`src/rtl/prng_mc.sv`:
```
// prng_mc: multi-channel multiplicative congruential generator.
// Each result is rand = (operand * a) mod m, computed by an MSB-first shift-add
// modular multiplier. Latency is WIDTH+3 clocks regardless of operand values.
// Optional feature: define PRNG_MC_STREAM_EN to add a `stream` input that chains
// results back-to-back on the same channel without returning to idle.
// The result port is rand_val because `rand` is a reserved word.
module prng_mc #(
  parameter int unsigned WIDTH = 32,
  parameter int unsigned NCH   = 4,
  localparam int unsigned CHW  = (NCH > 1) ? $clog2(NCH) : 1
) (
  input  logic             clk,
  input  logic             rst_n,
  input  logic [WIDTH-1:0] m,
  input  logic [WIDTH-1:0] a,
  input  logic [WIDTH-1:0] seed,
  input  logic [CHW-1:0]   ch,
  input  logic             start,
  input  logic             cont,
`ifdef PRNG_MC_STREAM_EN
  input  logic             stream,
`endif
  output logic             done,
  output logic [WIDTH-1:0] rand_val,
  output logic [CHW-1:0]   rand_ch,
  output logic             err
);

  localparam int unsigned IW = $clog2(WIDTH);
  localparam int unsigned EW = WIDTH + 2;

  typedef enum logic [2:0] {StIdle, StLoad, StMul, StFix, StDone} state_e;

  state_e           state_q, state_d;
  logic [WIDTH-1:0] m_q, m_d;
  logic [WIDTH-1:0] a_q, a_d;
  logic [CHW-1:0]   ch_q, ch_d;
  logic [WIDTH-1:0] op_q, op_d;
  logic [WIDTH-1:0] acc_q, acc_d;
  logic [IW-1:0]    idx_q, idx_d;
  logic             err_pend_q, err_pend_d;
  logic [WIDTH-1:0] rand_q, rand_d;
  logic [CHW-1:0]   rand_ch_q, rand_ch_d;
  logic             err_q, err_d;
  logic [WIDTH-1:0] chan_q [NCH];
  logic [WIDTH-1:0] chan_d [NCH];

  // Scratch values for the datapath; extra two bits keep 2*acc + op from overflowing.
  logic [CHW-1:0]   ch_sel;
  logic [WIDTH-1:0] m_sel;
  logic [WIDTH-1:0] raw;
  logic             bad;
  logic [EW-1:0]    m_ext;
  logic [EW-1:0]    dbl;
  logic [EW-1:0]    sum;
  logic [WIDTH-1:0] res;

`ifdef PRNG_MC_STREAM_EN
  // strm_q marks a LOAD entered from DONE via stream: reuse latched m, a, ch.
  logic strm_q, strm_d;

  // Stream-chaining flag register.
  always_ff @(posedge clk or negedge rst_n) begin
    if (!rst_n) begin
      strm_q <= 1'b0;
    end else begin
      strm_q <= strm_d;
    end
  end
`else
  localparam logic strm_q = 1'b0;
`endif

  // State and datapath registers; channel states reset to 1.
  always_ff @(posedge clk or negedge rst_n) begin
    if (!rst_n) begin
      state_q    <= StIdle;
      m_q        <= '0;
      a_q        <= '0;
      ch_q       <= '0;
      op_q       <= '0;
      acc_q      <= '0;
      idx_q      <= '0;
      err_pend_q <= 1'b0;
      rand_q     <= '0;
      rand_ch_q  <= '0;
      err_q      <= 1'b0;
      for (int i = 0; i < NCH; i++) chan_q[i] <= WIDTH'(1);
    end else begin
      state_q    <= state_d;
      m_q        <= m_d;
      a_q        <= a_d;
      ch_q       <= ch_d;
      op_q       <= op_d;
      acc_q      <= acc_d;
      idx_q      <= idx_d;
      err_pend_q <= err_pend_d;
      rand_q     <= rand_d;
      rand_ch_q  <= rand_ch_d;
      err_q      <= err_d;
      chan_q     <= chan_d;
    end
  end

  // Next-state logic for the FSM and the modular multiplier.
  always_comb begin
    state_d    = state_q;
    m_d        = m_q;
    a_d        = a_q;
    ch_d       = ch_q;
    op_d       = op_q;
    acc_d      = acc_q;
    idx_d      = idx_q;
    err_pend_d = err_pend_q;
    rand_d     = rand_q;
    rand_ch_d  = rand_ch_q;
    err_d      = err_q;
    chan_d     = chan_q;
`ifdef PRNG_MC_STREAM_EN
    strm_d     = strm_q;
`endif
    ch_sel = strm_q ? ch_q : ch;
    m_sel  = strm_q ? m_q : m;
    raw    = (cont || strm_q) ? chan_q[ch_sel] : seed;
    bad    = (raw == '0) || (raw >= m_sel);
    m_ext  = {2'b00, m_q};
    dbl    = {1'b0, acc_q, 1'b0};
    if (dbl >= m_ext) dbl = dbl - m_ext;
    sum    = dbl + (a_q[idx_q] ? {2'b00, op_q} : '0);
    if (sum >= m_ext) sum = sum - m_ext;
    res    = (acc_q >= m_q) ? acc_q - m_q : acc_q;

    unique case (state_q)
      StIdle: begin
        if (start) begin
          state_d = StLoad;
`ifdef PRNG_MC_STREAM_EN
          strm_d  = 1'b0;
`endif
        end
      end
      StLoad: begin
        m_d        = m_sel;
        a_d        = strm_q ? a_q : a;
        ch_d       = ch_sel;
        op_d       = bad ? WIDTH'(1) : raw;
        err_pend_d = bad;
        acc_d      = '0;
        idx_d      = IW'(WIDTH - 1);
        state_d    = StMul;
      end
      StMul: begin
        acc_d = WIDTH'(sum);
        if (idx_q == '0) begin
          state_d = StFix;
        end else begin
          idx_d = idx_q - 1'b1;
        end
      end
      StFix: begin
        rand_d         = res;
        rand_ch_d      = ch_q;
        err_d          = err_pend_q;
        chan_d[ch_q]   = res;
        state_d        = StDone;
      end
      StDone: begin
`ifdef PRNG_MC_STREAM_EN
        if (stream) begin
          state_d = StLoad;
          strm_d  = 1'b1;
        end else if (!start) begin
          state_d = StIdle;
        end
`else
        if (!start) state_d = StIdle;
`endif
      end
      default: state_d = StIdle;
    endcase
  end

  assign done     = (state_q == StDone);
  assign rand_val = rand_q;
  assign rand_ch  = rand_ch_q;
  assign err      = err_q;

endmodule

```
`config.mk`:
```
export PLATFORM = sky130hd
export DESIGN_NAME = prng_mc
export DESIGN_NICKNAME = d
export VERILOG_FILES = /design/src/rtl/prng_mc.sv
export SDC_FILE = /design/constraint.sdc
export NUM_CORES = 1
export LEC_CHECK = 0
export CAP_MARGIN = 10
export CORE_MARGIN = 1
export CORE_UTILIZATION = 60
export CTS_BUF_LIST = sky130_fd_sc_hd__clkbuf_8
export CTS_CLUSTER_DIAMETER = 60
export CTS_CLUSTER_SIZE = 24
export DETAILED_ROUTE_END_ITERATION = 10
export GPL_TIMING_DRIVEN = 1
export PLACE_DENSITY = 0.81
export SLEW_MARGIN = 20
export SYNTH_ARGS = -nofsm -noshare
export SYNTH_HDL_FRONTEND = slang
export SYNTH_SLANG_ARGS = --single-unit
```
`constraint.sdc`:
```
create_clock -name clk -period 8.3 [get_ports clk]
set_input_delay 1.66 -clock clk [delete_from_list [all_inputs] [get_ports clk]]
set_output_delay 1.66 -clock clk [all_outputs]
set_load 0.03 [all_outputs]
```
==> results of run 1 <==
[kinds of logic after synthesis]
kind of cell / Yosys count / synth area share (%)
and+or+nand+nor: 746 / 15.8
muxes: 135 / 8.99
buffers and inverters: 241 / 4.47
AOI/OAI and AO/OA: 690 / 20.0
DFF: 302 / 36.2
xor gates and xnor gates: 108 / 4.53
adders and majority gates: 166 / 10.1
[area by class of cell]
class	count	area, µm²	share of cell area [%]
timing repair buffer	171	1660	7.07
tap	448	561	2.39
antenna	5	12.5	0.0533
multi-input combinational	1845	12500	53.1
clock inverter	22	360	1.53
sequential	302	7560	32.2
inverter	133	499	2.13
clock buffer	26	358	1.52
[timing repair]
| action | in CTS | in global routing |
|---|---|---|
| setup endpoints to repair | 0 | 32 |
| setup buffers | 0 | 6 |
| resized for setup | 0 | 6 |
[through the flow]
step | worst slack, ns | instance area [µm²] | cells | hold slack, ns | utilization, %
2_1_floorplan | 1.19 | 20900 | 2388 | 0.439 | -
3_3_place_gp | 0.462 | 22700 | 2893 | 0.446 | 66.9
3_5_place_dp | 0.329 | 22700 | 2893 | 0.451 | 66.9
4_1_cts | 0.261 | 23400 | 2941 | 0.481 | 69.0
5_1_grt | 0.0334 | 23500 | 2952 | 0.501 | 69.3
6_report | 0.429 | 23500 | 2952 | 0.478 | 69.3
[path summary, 6_finish.rpt]
check / to / start / slack [ns]
worst max-delay path: acc_q[24] / m_q[21] / 0.43
min in group asynchronous: rand_val[3] / rst_n / 0.92
worst max register to register: acc_q[24] / m_q[21] / 0.43
max in group asynchronous: acc_q[21] / rst_n / 6.01
worst min-delay path: err / err_pend_q / 0.48
worst min register to register: err / err_pend_q / 0.48
[cell usage in the layout (no fill, tap or decap), types with 20 or more instances in the layout]
cell type	synthesis	routed
xnor2_1	65	65
inv_1	133	134
nor2_1	83	82
a21o_1	66	66
buf_4	0	31
nand4_1	26	26
mux4_2	42	42
a31oi_1	21	21
dfrtp_1	298	297
clkdlybuf4s50_1	0	134
nand3_1	24	23
nor3_1	20	20
o21ai_1	32	34
o21ai_0	316	314
a21oi_1	121	120
nor2b_1	53	53
ha_1	162	161
nand2_1	460	460
clkbuf_8	0	26
mux2i_1	92	91
xor2_1	43	43
[Yosys cell counts (42+ instances only)]
cell type	number	share of area [%]
nand2_1	460	8.3
o21ai_0	316	7.6
dfrtp_1	298	36
ha_1	162	9.7
inv_1	133	2.4
a21oi_1	121	2.9
mux2i_1	92	4.4
clkbuf_1	91	1.6
nor2_1	83	1.5
a21o_1	66	2.4
xnor2_1	65	2.7
nor2b_1	53	1.6
xor2_1	43	1.8
mux4_2	42	4.5
[per-layer routing]
metal	share of wire (%)	up-vias
li1	-	8605
met1	46	8924
met2	43	681
met3	8.0	100
met4	3.1	0
met5	0	-
[flip-flops by register name (all words and copies together) (netlist names)]
register and cells:
op_q 32, a_q 32, err_pend_q 1, acc_q 32, state_q 3, rand_ch 2
rand_val 32, idx_q 5, err 1, ch_q 2, m_q 32, chan_q 128
[critical path, delay by kind of cell, from the launching register on]
kind                     cells  cell delay [ns]
AO/OA/AOI/OAI               17             3.28
XOR/XNOR                     1             0.12
adder cells (fa/ha/maj)      3             1.23
buffers and inverters        4             0.66
flip-flops                   1             0.34
multiplexers                 1             0.33
AND/OR/NAND/NOR              9             1.72
==> flow_summary.toml, run 1 <==
[clocking]
cts_hold_buffers = 0
cts_tree = "yes"
cts.clk_slew.worst_paths_ns = 0.11
numCtsBuffers = 26
cts_root_buf = "clkbuf_8"
clkLatencyLatePin_ns = 0.67
clockBufferDepth = 3
clock_sinks = 302
htree_num_levels = 1

[critical_path]
start_kind = "flip-flop"
critPathCaptureType = "flip-flop"
crit_fanout = 25
crit_type = "reg2reg"
r2r_cells = 35
crit_arrival_ns = 8.35
critPathRequiredTime_ns = 8.78
max_stage_delay_ns = 0.52
cp_slowest_cell = "o41a_1"

[worst_hold_path]
hold_class = "reg2reg"
whs_path_depth = 2

[grt]
met2_usage_pct = 52.8
overflow = 0
grt.total_usage_pct = 35.3
antenna_found_initial = 6
met1_usage_pct = 52.6
grt-busiest-layer = "met2"
first_global_vias = 17652
grt_util_met3_pct = 5.10
grt_max_degree = 168
grt_pass1_wl_mm = 97.7

[sta]
relSlewSlack_pct = 21.0
slew_violations = 0
fin_crit_sh_pct = 94.8
setup_viol = 0
period_needed_ns = 7.87
fin_worst_skew_ns = 0.0664
rsz0062_at_grt = "false"
setup_tns_ns = 0
finalHoldViolations = 0
clock.fmax_ghz = 0.127
worstMarginPinSlew_ns = 1.17

[synth]
ys_ff_latch = 302
syn_inst = 2388
synth_cell_type_count = 80
ys_warn_count = 0
synth_edf_count = 0
synth_fp_nets = 2656
ys_seq_area_share_pct = 36.2
synth_ff_type = "dfrtp_1"
syn_area_per_cell_um2 = 8.75
mappedNetlistArea_um2 = 20900
ys_async_sr_fraction_pct = 100

[detailed_routing]
routed_via_density = 6.20
wl_per_cell_um = 21.1
first_pass_iters = 6
drt_iter0_markers = 1546
route.detailed.drc = 0
vias = 18310
ant_nets = 0
wl_mm = 62.3

[floorplanning]
die_area_um2 = 35600
fp-row-count = 67
initial_core_util_pct = 61.7
io_pins = 138
die_y_um = 189
core_um2 = 33900
fp.dieW_um = 189

[placement]
dp_hpwl_mm = 47.8
io_buffers = 137
routabilityCongestion = 0.970

[cells_and_area]
drive_gt1_share_pct = 6.56
nets = 2747
area_growth_pct = 12.3
fill_cells = 2625

[outcome]
status = "completed"

[flow_run]
maxCapViolCount = 0
Power of run 1 is not shown: default switching activity piles up to over one toggle a cycle in this logic, so the estimate is an artifact.
==> run 2: changes to the inputs <==
- GPL_ROUTABILITY_DRIVEN: not set -> 0
- HOLD_SLACK_MARGIN: not set -> 0.05
==> run 2 against run 1 <==
  * Sequential share of layout area up 0.35 points
  * Via count up 0.39%
  * Non-clock buffer count down 9
  * Utilization down 0.76 points
  * Global-route usage down 1.6 points
  * Sequential cell count unchanged
  * Worst hold slack better by 0.0012 ns
  * Routed wire length down 4.5%
  * Cell count down 0.51%
  * First-iteration DRC count up 38%
  * Cell area down 1.1%
  * Fmax down 0.41%
==> flow_summary.toml, run 2 (same netlist as run 1, synthesis figures left out) <==
[floorplanning]
fp-row-count = 67
fp.dieW_um = 189
die_y_um = 189
io_pins = 138
core_um2 = 33900
initial_core_util_pct = 61.7
die_area_um2 = 35600

[detailed_routing]
drt_iter0_markers = 2138
route.detailed.drc = 0
routed_via_density = 6.26
wl_per_cell_um = 20.3
wl_mm = 59.5
ant_nets = 0
vias = 18382
first_pass_iters = 8

[cells_and_area]
instances_no_fill = 2937
drive_gt1_share_pct = 5.83
top_register = "chan_q"
fill_cells = 2613
largest_reg_flops = 128
final_area_um2 = 23200
area_growth_pct = 11.1
nets = 2736
final_cell_mix = "nand2_1, o21ai_0, dfrtp_1"
final_common_cell = "nand2_1"

[sta]
fin_ws_ns = 0.397
finalHoldViolations = 0
slew_violations = 0
fin_crit_sh_pct = 95.2
setup_tns_ns = 0
rsz0062_at_grt = "false"
period_needed_ns = 7.90
fin_worst_skew_ns = 0.0291
worstMarginPinSlew_ns = 1.05
relSlewSlack_pct = 29.6
clock.fmax_ghz = 0.127
setup_viol = 0

[clocking]
numCtsBuffers = 24
cts_tree = "yes"
clkLatencyLatePin_ns = 0.66
clockBufferDepth = 3
clock_sinks = 302
htree_num_levels = 1
cts.clk_slew.worst_paths_ns = 0.12
cts_root_buf = "clkbuf_8"

[placement]
place_inst = 2888
placedInstanceArea_um2 = 22600
io_buffers = 137
pre_cts_ws_ns = 0.464
dp_hpwl_mm = 44.9

[critical_path]
start_kind = "flip-flop"
max_stage_delay_ns = 0.44
crit_family = "compound AO/OA/AOI/OAI gates"
critPathCaptureType = "flip-flop"
crit_path_start = "m_q[27]"
cp_num_buf_inv = 2
rr_startpoint = "m_q[27]"
crit_arrival_ns = 8.41
crit_fanout = 31
cpMostUsedCell = "ha_1"
cp_slowest_cell = "fa_1"
critPathRequiredTime_ns = 8.81
crit_type = "reg2reg"

[outcome]
status = "completed"

[grt]
first_global_vias = 17656
grt.total_usage_pct = 33.6
grt_pass1_wl_mm = 94.3
grt_max_degree = 182
antenna_found_initial = 4
overflow = 0

[worst_hold_path]
hold_class = "reg2reg"
min_from = "err_pend_q"

[flow_run]
maxCapViolCount = 0
-- run 2: cell count changes in the layout (fill, tap and decap cells not counted), sizes merged --
cell      before  now
buf           37   28
inv          139  144
diode          5    3
bufinv         7    1
clkbuf        26   24
clkinvlp       2    1
-- run 2: final timing paths --
path	to	slack (ns)	depth (start not counted)
setup reg to reg	acc_q[5]	0.40	33
min in group asynchronous	a_q[6]	1.09	1
hold / removal	err	0.48	2
setup / recovery	acc_q[5]	0.40	33
max in group asynchronous	acc_q[28]	5.68	2
hold reg to reg	err	0.48	2
-- run 2: cell type report --
cell class	instances	area (µm²)	area share [%]
clock inverter	20	236	1.02
sequential	302	7560	32.6
timing repair buffer	162	1580	6.82
inverter	133	499	2.15
multi-input combinational	1845	12400	53.6
antenna	3	7.51	0.0323
tap	448	561	2.41
clock buffer	24	330	1.42
-- run 2: repair_timing --
item                       4_1_cts  5_1_grt
setup buffers                    0        2
gates resized for setup          0        2
setup endpoints to repair        0       31
hold buffers                     0        0
hold endpoints to repair         0        0
-- run 2: metrics by stage --
step,hold WS [ns],util (%)
after detailed placement,0.454,66.8
after CTS,0.483,68.5
after floorplan,0.439,-
after global placement,0.448,66.8
final,0.479,68.6
after global routing,0.506,68.6
-- run 2: metal layers --
metal / global-route usage, % / vias to the layer above / part of all wire [%]
li1: - / 8562 / -
met1: 48.9 / 8797 / 43
met2: 51.5 / 880 / 44
met3: 5.07 / 141 / 9.4
met4: 11.3 / 2 / 3.6
met5: 0 / - / 0.018
-- run 2: tightest hold or removal path, stage by stage (launching register included) --
cell and delay (ns):
dfrtp_1 0.36, nand2_1 0.05, nand2_1 0.05
Power of run 2 is left out for the same reason.
==> run 3: changes to the inputs <==
- SKIP_CTS_REPAIR_TIMING: not set -> 1
- clock period: 8.3 -> 7.5 ns (I/O delays scaled with it)
==> run 3 against run 2 <==
  * First-iteration DRC count increased by 4.9%
  * Die area did not move
  * Largest cell class unchanged
  * Fmax up 5.9%
  * Routed wire length grew 7.4%
  * Worst hold slack improved by 0.0053 ns
==> flow_summary.toml, run 3 (same netlist as run 1, synthesis figures left out) <==
[placement]
pre_cts_ws_ns = -0.154
dp_hpwl_mm = 47.4
place_inst = 2964
io_buffers = 137

[sta]
worstMarginPinSlew_ns = 1.08
slew_violations = 0
whs_ns = 0.485
setup_viol = 0
period_needed_ns = 7.46
fin_worst_skew_ns = 0.0637
fin_crit_sh_pct = 99.5
fin_ws_ns = 0.0367
finalHoldViolations = 0
clock.fmax_ghz = 0.134
relSlewSlack_pct = 27.9

[cells_and_area]
nets = 2845
final_cell_mix = "nand2_1, o21ai_0, dfrtp_1"
largest_reg_flops = 128
final_common_cell = "nand2_1"
drive_gt1_share_pct = 11.5
area_growth_pct = 17.0
instances_no_fill = 3049
post-route-util_pct = 72.2
top_register = "chan_q"
fill_cells = 2486

[grt]
grt.total_usage_pct = 35.3
grt-busiest-layer = "met2"
overflow = 0
first_global_vias = 18449
met2_usage_pct = 52.9
met1_usage_pct = 50.5
grt_pass1_wl_mm = 98.8
antenna_found_initial = 4
grt_max_degree = 189
grt_util_met3_pct = 6.20

[clocking]
numCtsBuffers = 26
htree_num_levels = 1
clock_sinks = 302
cts_tree = "yes"
cts_root_buf = "clkbuf_8"
cts.clk_slew.worst_paths_ns = 0.11
clockBufferDepth = 3
clkLatencyLatePin_ns = 0.66

[worst_hold_path]
hold-path-endpoint = "op_q[3]"
min_from = "op_q[3]"
whs_path_depth = 2
hold_class = "reg2reg"

[critical_path]
cpMostUsedCell = "a211oi_2"
crit_fanout = 6
crit_type = "reg2reg"
r2r_cells = 34
critPathCaptureType = "flip-flop"
r2r_end = "acc_q[0]"
rr_startpoint = "acc_q[0]"
regToRegSetupSlack_ns = 0.04
crit_arrival_ns = 7.97
cp_slowest_cell = "o41ai_2"
start_kind = "flip-flop"
critPathRequiredTime_ns = 8.01
max_stage_delay_ns = 0.51

[floorplanning]
core_um2 = 33900
die_area_um2 = 35600
initial_core_util_pct = 61.7
die_y_um = 189
fp.dieW_um = 189
io_pins = 138
fp-row-count = 67

[detailed_routing]
first_pass_iters = 7
wl_mm = 63.9
ant_nets = 0
drt_iter0_markers = 2242
route.detailed.drc = 0
vias = 19128
routed_via_density = 6.27
wl_per_cell_um = 21.0

[outcome]
status = "completed"

[flow_run]
maxCapViolCount = 0
## run 3: through the flow
stage / setup TNS (ns) / area, µm²
6_report: 0 / 24500
5_1_grt: -2.43 / 24500
4_1_cts: -5.03 / 23900
3_5_place_dp: -4.10 / 23200
3_3_place_gp: 0 / 23200
2_1_floorplan: 0 / 20900
## run 3: per-layer routing
metal  share of wire, %  wire length (µm)
met1                 42             26600
met2                 44             27900
met3                 10              6380
met4                4.8              3040
met5                  0                 0
## run 3: final cells by class
class / instances / area [µm²] / share of cell area (%)
Tap cell: 448 / 561 / 2.29
Multi-Input combinational cell: 1845 / 12700 / 51.8
Clock buffer: 26 / 358 / 1.46
Sequential cell: 302 / 7570 / 30.9
Inverter: 133 / 499 / 2.04
Antenna cell: 4 / 10.0 / 0.0409
Timing Repair Buffer: 269 / 2480 / 10.2
Clock inverter: 22 / 315 / 1.29
## run 3: worst max-delay path, delay by kind of cell, from the launching register on
kind | cells | cell delay [ns]
compound gates | 17 | 3.95
xor+xnor | 2 | 0.35
fa+ha+maj | 3 | 0.88
buf+inv | 4 | 0.59
flops | 1 | 0.46
mux | 1 | 0.12
simple gates | 7 | 1.00
## run 3: how the worst max path moves through the flow
| stage | endpoint | startpoint | depth (start not counted) |
|---|---|---|---|
| final | acc_q[0] | acc_q[0] | 34 |
| after global placement | acc_q[0] | m_q[27] | 32 |
| after global routing | acc_q[0] | m_q[5] | 35 |
| after floorplan | acc_q[13] | m_q[27] | 35 |
| after detailed placement | acc_q[26] | acc_q[26] | 32 |
| after CTS | acc_q[0] | acc_q[26] | 29 |
Power of run 3 is left out for the same reason.
==> variant, RTL diff (flow settings as in run 1) <==
Build with the macro `PRNG_MC_STREAM_EN` defined.
--- a/src/rtl/prng_mc.sv
+++ b/src/rtl/prng_mc.sv
@@ -6,2 +6,4 @@
 // The result port is rand_val because `rand` is a reserved word.
+`define PRNG_MC_STREAM_EN
+
 module prng_mc #(
Interface: changed (added stream); port bits go from 138 to 139. The function was not compared with the original's and may differ.
==> variant against run 1 <==
- worst hold slack better by 0.013 ns
- routed wire length rose by 4.5%
- setup slack worse by 0.048 ns
- area after synthesis is 3.1% higher
- sequential cell count grew 1
- global-route usage up 0.40 points
- final area is 3.1% higher
- critical endpoint is now acc_q[6]
- largest cell class unchanged
Power is left out: the tool's default activity adds up to more than one toggle a clock period on the data nets, which glitch-free logic cannot reach.
==> variant: results <==
status:
  status: "complete, no violations"
global_route:
  grtUsageTotal: 0.357
  grt_pass1_vias: 18600
  grt_first_pass_wirelength_mm: 101
  antenna_found_initial: 1
  grt_max_degree: 137
clock_network:
  clock_path_buffers: 3
  numCtsBuffers: 26
  clkLatencyLatePin_ns: 0.66
  clk_pin_slew_ns: 0.13
logic_synthesis:
  ys.flop_type: "dfrtp_1"
  ys_top_cells_by_area: "dfrtp_1, ha_1, o21ai_0, nand2_1, mux4_2"
  synth-seq-area-share: 0.352
  syn-cell-area_sq_um: 21500
  yosysWarningCount: 0
  synth_common_cells: "nand2_1, dfrtp_1, o21ai_0"
  async_reset_ff_frac: 1.00
  synthDistinctLibCells: 88
  syn_nets: 2672
worst_setup_path:
  reg2reg_slack_ns: 0.38
  reg2regPathDepth: 37
  max_stage_delay_ns: 0.45
  crit_path_start: "m_q[1]"
  reg2reg_to: "acc_q[6]"
  crit_fanout: 13
  cpMaxStageDelayCell: "dfrtp_2"
  worstPathArrival_ns: 8.43
routing:
  met2_length_mm: 28.9
  topRoutingLayerUsed: "met4"
  initialDrtViolationCount: 2030
  routed-wl-met3_mm: 7.21
  met1_length_mm: 27.0
  drt_wl_total_mm: 65.1
  vias_per_cell: 6.47
  dr.pass1.iters: 7
min_path:
  holdCritStartpoint: "chan_q[71]"
  hold_end: "chan_q[71]"
timing:
  worst_pin_slew_ns: 1.07
  skew_ns: 0.0470
  fin_worst_hold_slack_ns: 0.491
final_layout:
  largest-register: "chan_q"
  largest_reg_flops: 128
  layout-drive-gt1-share: 0.0996
  final_nets: 2770
  nFillCells: 2715
place:
  placed_area_sq_um: 23400
  dpl.hpwl_mm: 49.5
  io_buffers: 138
  gp_congestion: 1.02
==> variant: routing by layer <==
metal,vias to the layer above,GRT usage
met5,-,0
met4,0,0.112
met3,134,0.0479
met2,1066,0.550
met1,9291,0.519
li1,8816,-
==> variant: logic make-up after synthesis <==
group	count (synthesis)	synth area share
adder cells (fa/ha/maj)	166	0.0978
multiplexers	163	0.102
XOR/XNOR	106	0.0431
flip-flops	303	0.352
buffers and inverters	221	0.0412
AND/OR/NAND/NOR	726	0.156
AO/OA/AOI/OAI	718	0.207
==> variant: metrics by stage <==
stage	setup slack (ns)	cells	utilization
4_1_cts	0.116	2973	0.680
5_1_grt	-0.0276	2983	0.682
2_1_floorplan	1.05	2403	-
3_5_place_dp	0.139	2925	0.660
3_3_place_gp	0.444	2925	0.660
6_report	0.382	2983	0.682
==> variant: cell type report <==
class	instances	area, sq um	area share
sequential	303	7590	0.313
antenna	1	2.50	0.000103
tap	461	577	0.0238
timing repair buffer	187	1770	0.0731
clock inverter	20	324	0.0134
inverter	102	383	0.0158
clock buffer	28	385	0.0159
multi-input combinational	1881	13200	0.544
==> variant: what timing repair did <==
action                                 4_1_cts  5_1_grt
setup endpoints to repair                    0       32
endpoints found under the hold margin        0        0
buffers inserted                             0        7
resized for setup                            0        8
==> variant: worst max-delay path by stage <==
| stage | to | slack (ns) |
|---|---|---|
| floorplan | acc_q[28] | 1.05 |
| global placement | acc_q[7] | 0.44 |
| detailed placement | acc_q[6] | 0.14 |
| CTS | acc_q[6] | 0.12 |
| global route | acc_q[6] | -0.03 |
| finish | acc_q[6] | 0.38 |
==> variant: worst min-delay path, cell delays in order, from the launching register on <==
cell     delay (ns)
dfrtp_1        0.36
nand2_1        0.04
o21ai_0        0.06
